File: src/rtl/pixel_fetch.sv
// Display-side pixel fetch: turns sync-generator timing into frame-buffer reads,
// maps iteration counts through the palette to RGB and owns double-buffer selection.
module pixel_fetch #(
  parameter int HSIZE    = 640,
  parameter int VSIZE    = 480,
  parameter int HFRONT   = 160,
  parameter int VFRONT   = 45,
  parameter int ADDR_W   = 20,
  parameter int RD_LAT   = 2,
  parameter int MAX_ITER = 255
) (
  input  logic              CLK,
  input  logic              RST,
  input  logic              PCK,
  input  logic              HS_IN,
  input  logic              VS_IN,
  input  logic              BLANK_IN,
  input  logic [9:0]        HCNT,
  input  logic [9:0]        VCNT,
  output logic              RD_EN,
  output logic [ADDR_W-1:0] RD_ADDR,
  input  logic [7:0]        RD_DATA,
  input  logic              FRAME_DONE,
  output logic              BUF_SEL,
  output logic              FRAME_START,
  output logic [3:0]        VGA_R,
  output logic [3:0]        VGA_G,
  output logic [3:0]        VGA_B,
  output logic              VGA_HS,
  output logic              VGA_VS
);

  localparam logic [9:0]        HFRONT_C = 10'(HFRONT);
  localparam logic [9:0]        VFRONT_C = 10'(VFRONT);
  localparam logic [9:0]        HSIZE_C  = 10'(HSIZE);
  localparam logic [9:0]        VSIZE_C  = 10'(VSIZE);
  localparam logic [ADDR_W-1:0] HSIZE_A  = ADDR_W'(HSIZE);
  localparam logic [ADDR_W-1:0] BUF_OFS  = ADDR_W'(HSIZE * VSIZE);
  localparam logic [7:0]        MAX_C    = 8'(MAX_ITER);

  // Pipeline stage bit layout
  localparam int P_UPD = 3;
  localparam int P_VIS = 2;
  localparam int P_HS  = 1;
  localparam int P_VS  = 0;

  logic              pck_q1_reg;
  logic              pck_q2_reg;
  logic              pck_rise;
  logic              vs_prev_reg;
  logic              vs_rise;
  logic              pending_reg;
  logic [9:0]        hoff;
  logic [9:0]        voff;
  logic              vis;
  logic [ADDR_W-1:0] addr_next;
  logic [3:0]        pipe_reg [RD_LAT+1];
  logic [3:0]        pipe_out;

  assign pck_rise = pck_q1_reg & ~pck_q2_reg;

  // Offsets wrap for positions left of / above the visible window, so a single
  // unsigned compare rejects both sides.
  assign hoff = HCNT - HFRONT_C;
  assign voff = VCNT - VFRONT_C;
  assign vis  = ~BLANK_IN & (hoff < HSIZE_C) & (voff < VSIZE_C);

  assign addr_next = (BUF_SEL ? BUF_OFS : '0)
                   + (ADDR_W'(voff) * HSIZE_A)
                   + ADDR_W'(hoff);

  assign vs_rise  = pck_rise & VS_IN & ~vs_prev_reg;
  assign pipe_out = pipe_reg[RD_LAT];

  always_ff @(posedge CLK or negedge RST) begin
    if (!RST) begin
      pck_q1_reg <= 1'b0;
      pck_q2_reg <= 1'b0;
    end else begin
      pck_q1_reg <= PCK;
      pck_q2_reg <= pck_q1_reg;
    end
  end

  always_ff @(posedge CLK or negedge RST) begin
    if (!RST) begin
      RD_EN   <= 1'b0;
      RD_ADDR <= '0;
    end else begin
      RD_EN <= pck_rise & vis;
      if (pck_rise && vis) begin
        RD_ADDR <= addr_next;
      end
    end
  end

  // Pixel metadata travels alongside the read so it lines up with RD_DATA.
  always_ff @(posedge CLK or negedge RST) begin
    if (!RST) begin
      for (int i = 0; i <= RD_LAT; i++) begin
        pipe_reg[i] <= '0;
      end
    end else begin
      pipe_reg[0] <= {pck_rise, vis, HS_IN, VS_IN};
      for (int i = 1; i <= RD_LAT; i++) begin
        pipe_reg[i] <= pipe_reg[i-1];
      end
    end
  end

  always_ff @(posedge CLK or negedge RST) begin
    if (!RST) begin
      VGA_R  <= 4'h0;
      VGA_G  <= 4'h0;
      VGA_B  <= 4'h0;
      VGA_HS <= 1'b0;
      VGA_VS <= 1'b0;
    end else if (pipe_out[P_UPD]) begin
      if (pipe_out[P_VIS] && (RD_DATA != MAX_C)) begin
        VGA_R <= RD_DATA[7:4];
        VGA_G <= RD_DATA[3:0];
        VGA_B <= ~RD_DATA[3:0];
      end else begin
        VGA_R <= 4'h0;
        VGA_G <= 4'h0;
        VGA_B <= 4'h0;
      end
      VGA_HS <= pipe_out[P_HS];
      VGA_VS <= pipe_out[P_VS];
    end
  end

  // A FRAME_DONE coinciding with the swap is consumed by it rather than re-arming.
  always_ff @(posedge CLK or negedge RST) begin
    if (!RST) begin
      vs_prev_reg <= 1'b0;
      pending_reg <= 1'b0;
      BUF_SEL     <= 1'b0;
      FRAME_START <= 1'b0;
    end else begin
      FRAME_START <= 1'b0;
      if (pck_rise) begin
        vs_prev_reg <= VS_IN;
      end
      if (vs_rise && (pending_reg || FRAME_DONE)) begin
        BUF_SEL     <= ~BUF_SEL;
        pending_reg <= 1'b0;
        FRAME_START <= 1'b1;
      end else if (FRAME_DONE) begin
        pending_reg <= 1'b1;
      end
    end
  end

endmodule

File: config.mk
export PLATFORM = sky130hd
export DESIGN_NAME = pixel_fetch
export DESIGN_NICKNAME = d
export VERILOG_FILES = /design/src/rtl/pixel_fetch.sv
export SDC_FILE = /design/constraint.sdc
export NUM_CORES = 1
export LEC_CHECK = 0
export CORE_ASPECT_RATIO = 0.8
export CORE_MARGIN = 2
export CORE_UTILIZATION = 45
export CTS_CLUSTER_SIZE = 12
export DETAILED_ROUTE_END_ITERATION = 6
export PLACE_DENSITY = 0.89
export SYNTH_ARGS = -nofsm -noshare
export SYNTH_HDL_FRONTEND = slang
export SYNTH_SLANG_ARGS = --single-unit
File: constraint.sdc
create_clock -name CLK -period 2.2 [get_ports CLK]
set_input_delay 0.33 -clock CLK [delete_from_list [all_inputs] [get_ports CLK]]
set_output_delay 0.33 -clock CLK [all_outputs]
set_load 0.01 [all_outputs]
==> qor.yml, run 1 <==
status: "complete, but fails checks"
violations: "negative setup slack"
chipHeight_microns: 76.36
area_growth_pct: 62.28
clk_latency_ns: 0.30
tightest_slew_ns: 0.5787
crit_chain: "buf_8 > buf_12 > inv_12 > ha_4 > nor2_4 > o21ai_2 > xor2_1 > ha_1 > ha_4 > nand2_4 > o21ai_4 > nor2_1 > nor2_1 > nor2_1 > xnor2_1 > ha_1 > a31oi_2 > or4_1 > a31oi_1"
post-route-min-period_ns: 3.341
avgRoutedWirePerCell_microns: 16.32
cts_tree: "built"
postRouteAntennaNets: 0
slowest_stage: "or4_1"
min-delay-path-class: "input pin to asynchronous set/reset pin"
fp.dieW_microns: 94.45
synth_ff_type: "dfrtp_1"
drt_pre_antenna_iters: 4
initialDrtViolationCount: 156
clk_path_buf_depth: 2
rsz0062_at_grt: "yes"
syn_area_per_cell_sq_um: 10.56
p_per_area_nw_per_um2: 955.2
dp_slack_ns: -1.807
yosys-mux-area-fraction_pct: 6.754
nNetsFinal: 487
dpl.hpwl_microns: 5472
first_global_vias: 2770
syn-num-nets: 340
synthAdderAreaFrac_pct: 11.55
antennaDiodeCount: 0
report.final.slew_viol_count: 0
crit_top_cell: "nor2_1"
synthesis.area_sq_um: 2945
ys.warnings.count: 0
use_met2_pct: 40.00
grt_antenna_before_repair: 0
ys_async_sr_fraction_pct: 100.0
grt_util_met3_pct: 4.649
grt_use_met1_pct: 25.60
postPlaceCellArea_sq_um: 4268
critPathBufInv: 3
via_per_inst: 5.245
crit_path_start_kind: "input pin"
slew_headroom_pct: 61.42
synth_edf_count: 0
synth-seq-cells: 53
critPathTopFamily: "adder cells"
finalSetupViolCount: 13
synth_cell_type_count: 50
portBuffers: 71
num_rows: 26
synthXorXnorAreaFrac_pct: 7.137
p_total_uw: 4566
cap_violations: 0
totalWireLength_microns: 8342
grt_max_degree: 31
hold_violations: 0
clock-sinks: 53
coreArea_sq_um: 6344
synth-compound-area-share_pct: 10.62
grt_overflow: 0
synthCells: 279
cts_max_level: 2
critPathArrivalTime_ns: 3.58
cpPeakStageDelay_ns: 0.52
fin_crit_sh_pct: 151.8
grt.busiest_layer: "met2"
max_freq_mhz: 299.3
fin_area_sq_um: 4780
clock_skew_ns: 0.006206
fin_ws_ns: -1.141
ioPinCount: 72
numCtsBuffers: 5
cp-end-kind: "register"
drive_gt1_share_pct: 34.19
ir_drop_mv: 0.6556
drc_errors: 0
root_buffer: "clkbuf_8"
largest_reg_flops: 20
critPathKind: "input pin to register"
place.gp.congestion: 0.8278
hold_buffers: 0
synth_top_family_by_area: "simple AND/OR/NAND/NOR gates"
grt_pass1_wl_microns: 12500
yosysSeqAreaShare_pct: 45.03
p_leak_uw: 0.002175
clkTransAtPathRegs_ns: 0.10
required_ns: 2.43
track_usage_pct: 21.78
dieArea_sq_um: 7212
start_util_pct: 46.43
num_vias: 2680
timing.hold.ws_ns: 0.005258
synth_simple_gate_area_share_pct: 13.08
critPathMaxFanout: 4
==> layout by cell type, fill, tap and decap left out, types with 5 or more instances in the layout <==
master,netlist,routed
o21ai_2,0,5
mux2_1,12,9
dlygate4sd2_1,0,6
inv_1,29,22
a21oi_1,9,5
buf_6,1,9
clkdlybuf4s50_1,0,58
nor2_1,16,14
inv_2,0,5
xnor2_2,0,6
dfrtp_1,53,53
nand2_1,21,19
xor2_1,9,7
ha_4,0,6
ha_1,24,16
buf_4,0,61
clkbuf_8,0,5
o21ai_0,19,13
xnor2_1,15,8
==> cell usage after synthesis, types with 2 or more instances <==
| cell type | instances | area, sq um |
|---|---|---|
| a211oi_1 | 2 | 15.01 |
| a21o_1 | 3 | 22.52 |
| a21oi_1 | 9 | 45.04 |
| a31oi_1 | 5 | 31.28 |
| clkbuf_1 | 2 | 7.510 |
| dfrtp_1 | 53 | 1326 |
| fa_1 | 2 | 40.04 |
| ha_1 | 24 | 300.3 |
| inv_1 | 29 | 108.9 |
| mux2_1 | 12 | 135.1 |
| mux2_2 | 3 | 33.78 |
| mux2i_1 | 3 | 30.03 |
| nand2_1 | 21 | 78.83 |
| nand2b_1 | 5 | 31.28 |
| nand3b_1 | 4 | 30.03 |
| nand4_1 | 2 | 12.51 |
| nand4b_1 | 3 | 26.28 |
| nor2_1 | 16 | 60.06 |
| nor2_2 | 2 | 12.51 |
| nor3_1 | 2 | 10.01 |
| nor3b_1 | 2 | 15.01 |
| nor4b_1 | 2 | 17.52 |
| o211a_1 | 2 | 20.02 |
| o21a_1 | 3 | 22.52 |
| o21ai_0 | 19 | 95.09 |
| or3_1 | 2 | 12.51 |
| or4_1 | 2 | 15.01 |
| xnor2_1 | 15 | 131.4 |
| xor2_1 | 9 | 78.83 |
==> power breakdown <==
group          total (uW)  internal (uW)  switching, uW
Combinational        2700           1520           1170
Sequential           1310           1180            132
Clock                 557            228            329
Total                4570           2930           1640
==> timing repair <==
action / in CTS / in global routing
pin swaps: 41 / 19
buffers inserted: 18 / 7
gates cloned: 0 / 0
endpoints found under the setup margin: 21 / 21
gates resized for setup: 59 / 24
==> kinds of logic after synthesis <==
group,after synthesis
adder cells (fa/ha/maj),26
XOR/XNOR,24
AND/OR/NAND/NOR,71
AO/OA/AOI/OAI,51
flip-flops,53
multiplexers,18
buffers and inverters,36
==> stage by stage <==
| stage | cells | TNS, ns | utilization [%] |
|---|---|---|---|
| 2_1_floorplan | 279 | -4.944 | - |
| 3_3_place_gp | 482 | -19.28 | 67.28 |
| 3_5_place_dp | 482 | -20.63 | 67.28 |
| 4_1_cts | 506 | -5.705 | 72.70 |
| 5_1_grt | 511 | -8.029 | 75.35 |
| 6_report | 511 | -7.064 | 75.35 |
==> metal layers <==
layer	share of wire, %	vias to the layer above
met5	0	-
li1	-	1256
met4	3.2	0
met2	50	121
met3	6.8	28
met1	40	1275
==> path summary, 6_finish.rpt <==
kind | start | end | slack [ns] | cells after the start
worst min register to register | pipe_reg[6] | pipe_out[2] | 0.36 | 0
worst min-delay path | RST | RD_ADDR[8] | 0.005 | 1
min in group CLK | pipe_reg[6] | pipe_out[2] | 0.36 | 0
max in group asynchronous | RST | VGA_G[2] | 1.63 | 2
worst max-delay path | VCNT[0] | RD_ADDR[18] | -1.14 | 19
worst max register to register | BUF_SEL | RD_ADDR[18] | 0.09 | 7
==> area by class of cell <==
type                    count  area, sq um
multi-input cells         190         1775
fillers                   396         1564
repair buffers            146         1349
flip-flops and latches     53         1326
inverters                  30        137.6
well taps                  84        105.1
clock buffers               6        72.57
clock inverters             2        13.76
No activity file was read; power rests on OpenSTA's default activity.
==> run 2: changes to the inputs <==
--- a/constraint.sdc
+++ b/constraint.sdc
@@ -3,2 +3,2 @@
 set_output_delay 0.33 -clock CLK [all_outputs]
-set_load 0.01 [all_outputs]
+set_load 0.005 [all_outputs]
==> results of run 2 <==
Same layout as run 1 (identical final DEF). Status: complete, but fails checks: negative setup slack.
Among the figures that moved: total power 4566 uW -> 4489 uW; worst IR drop on VDD 0.6556 mV -> 0.6173 mV
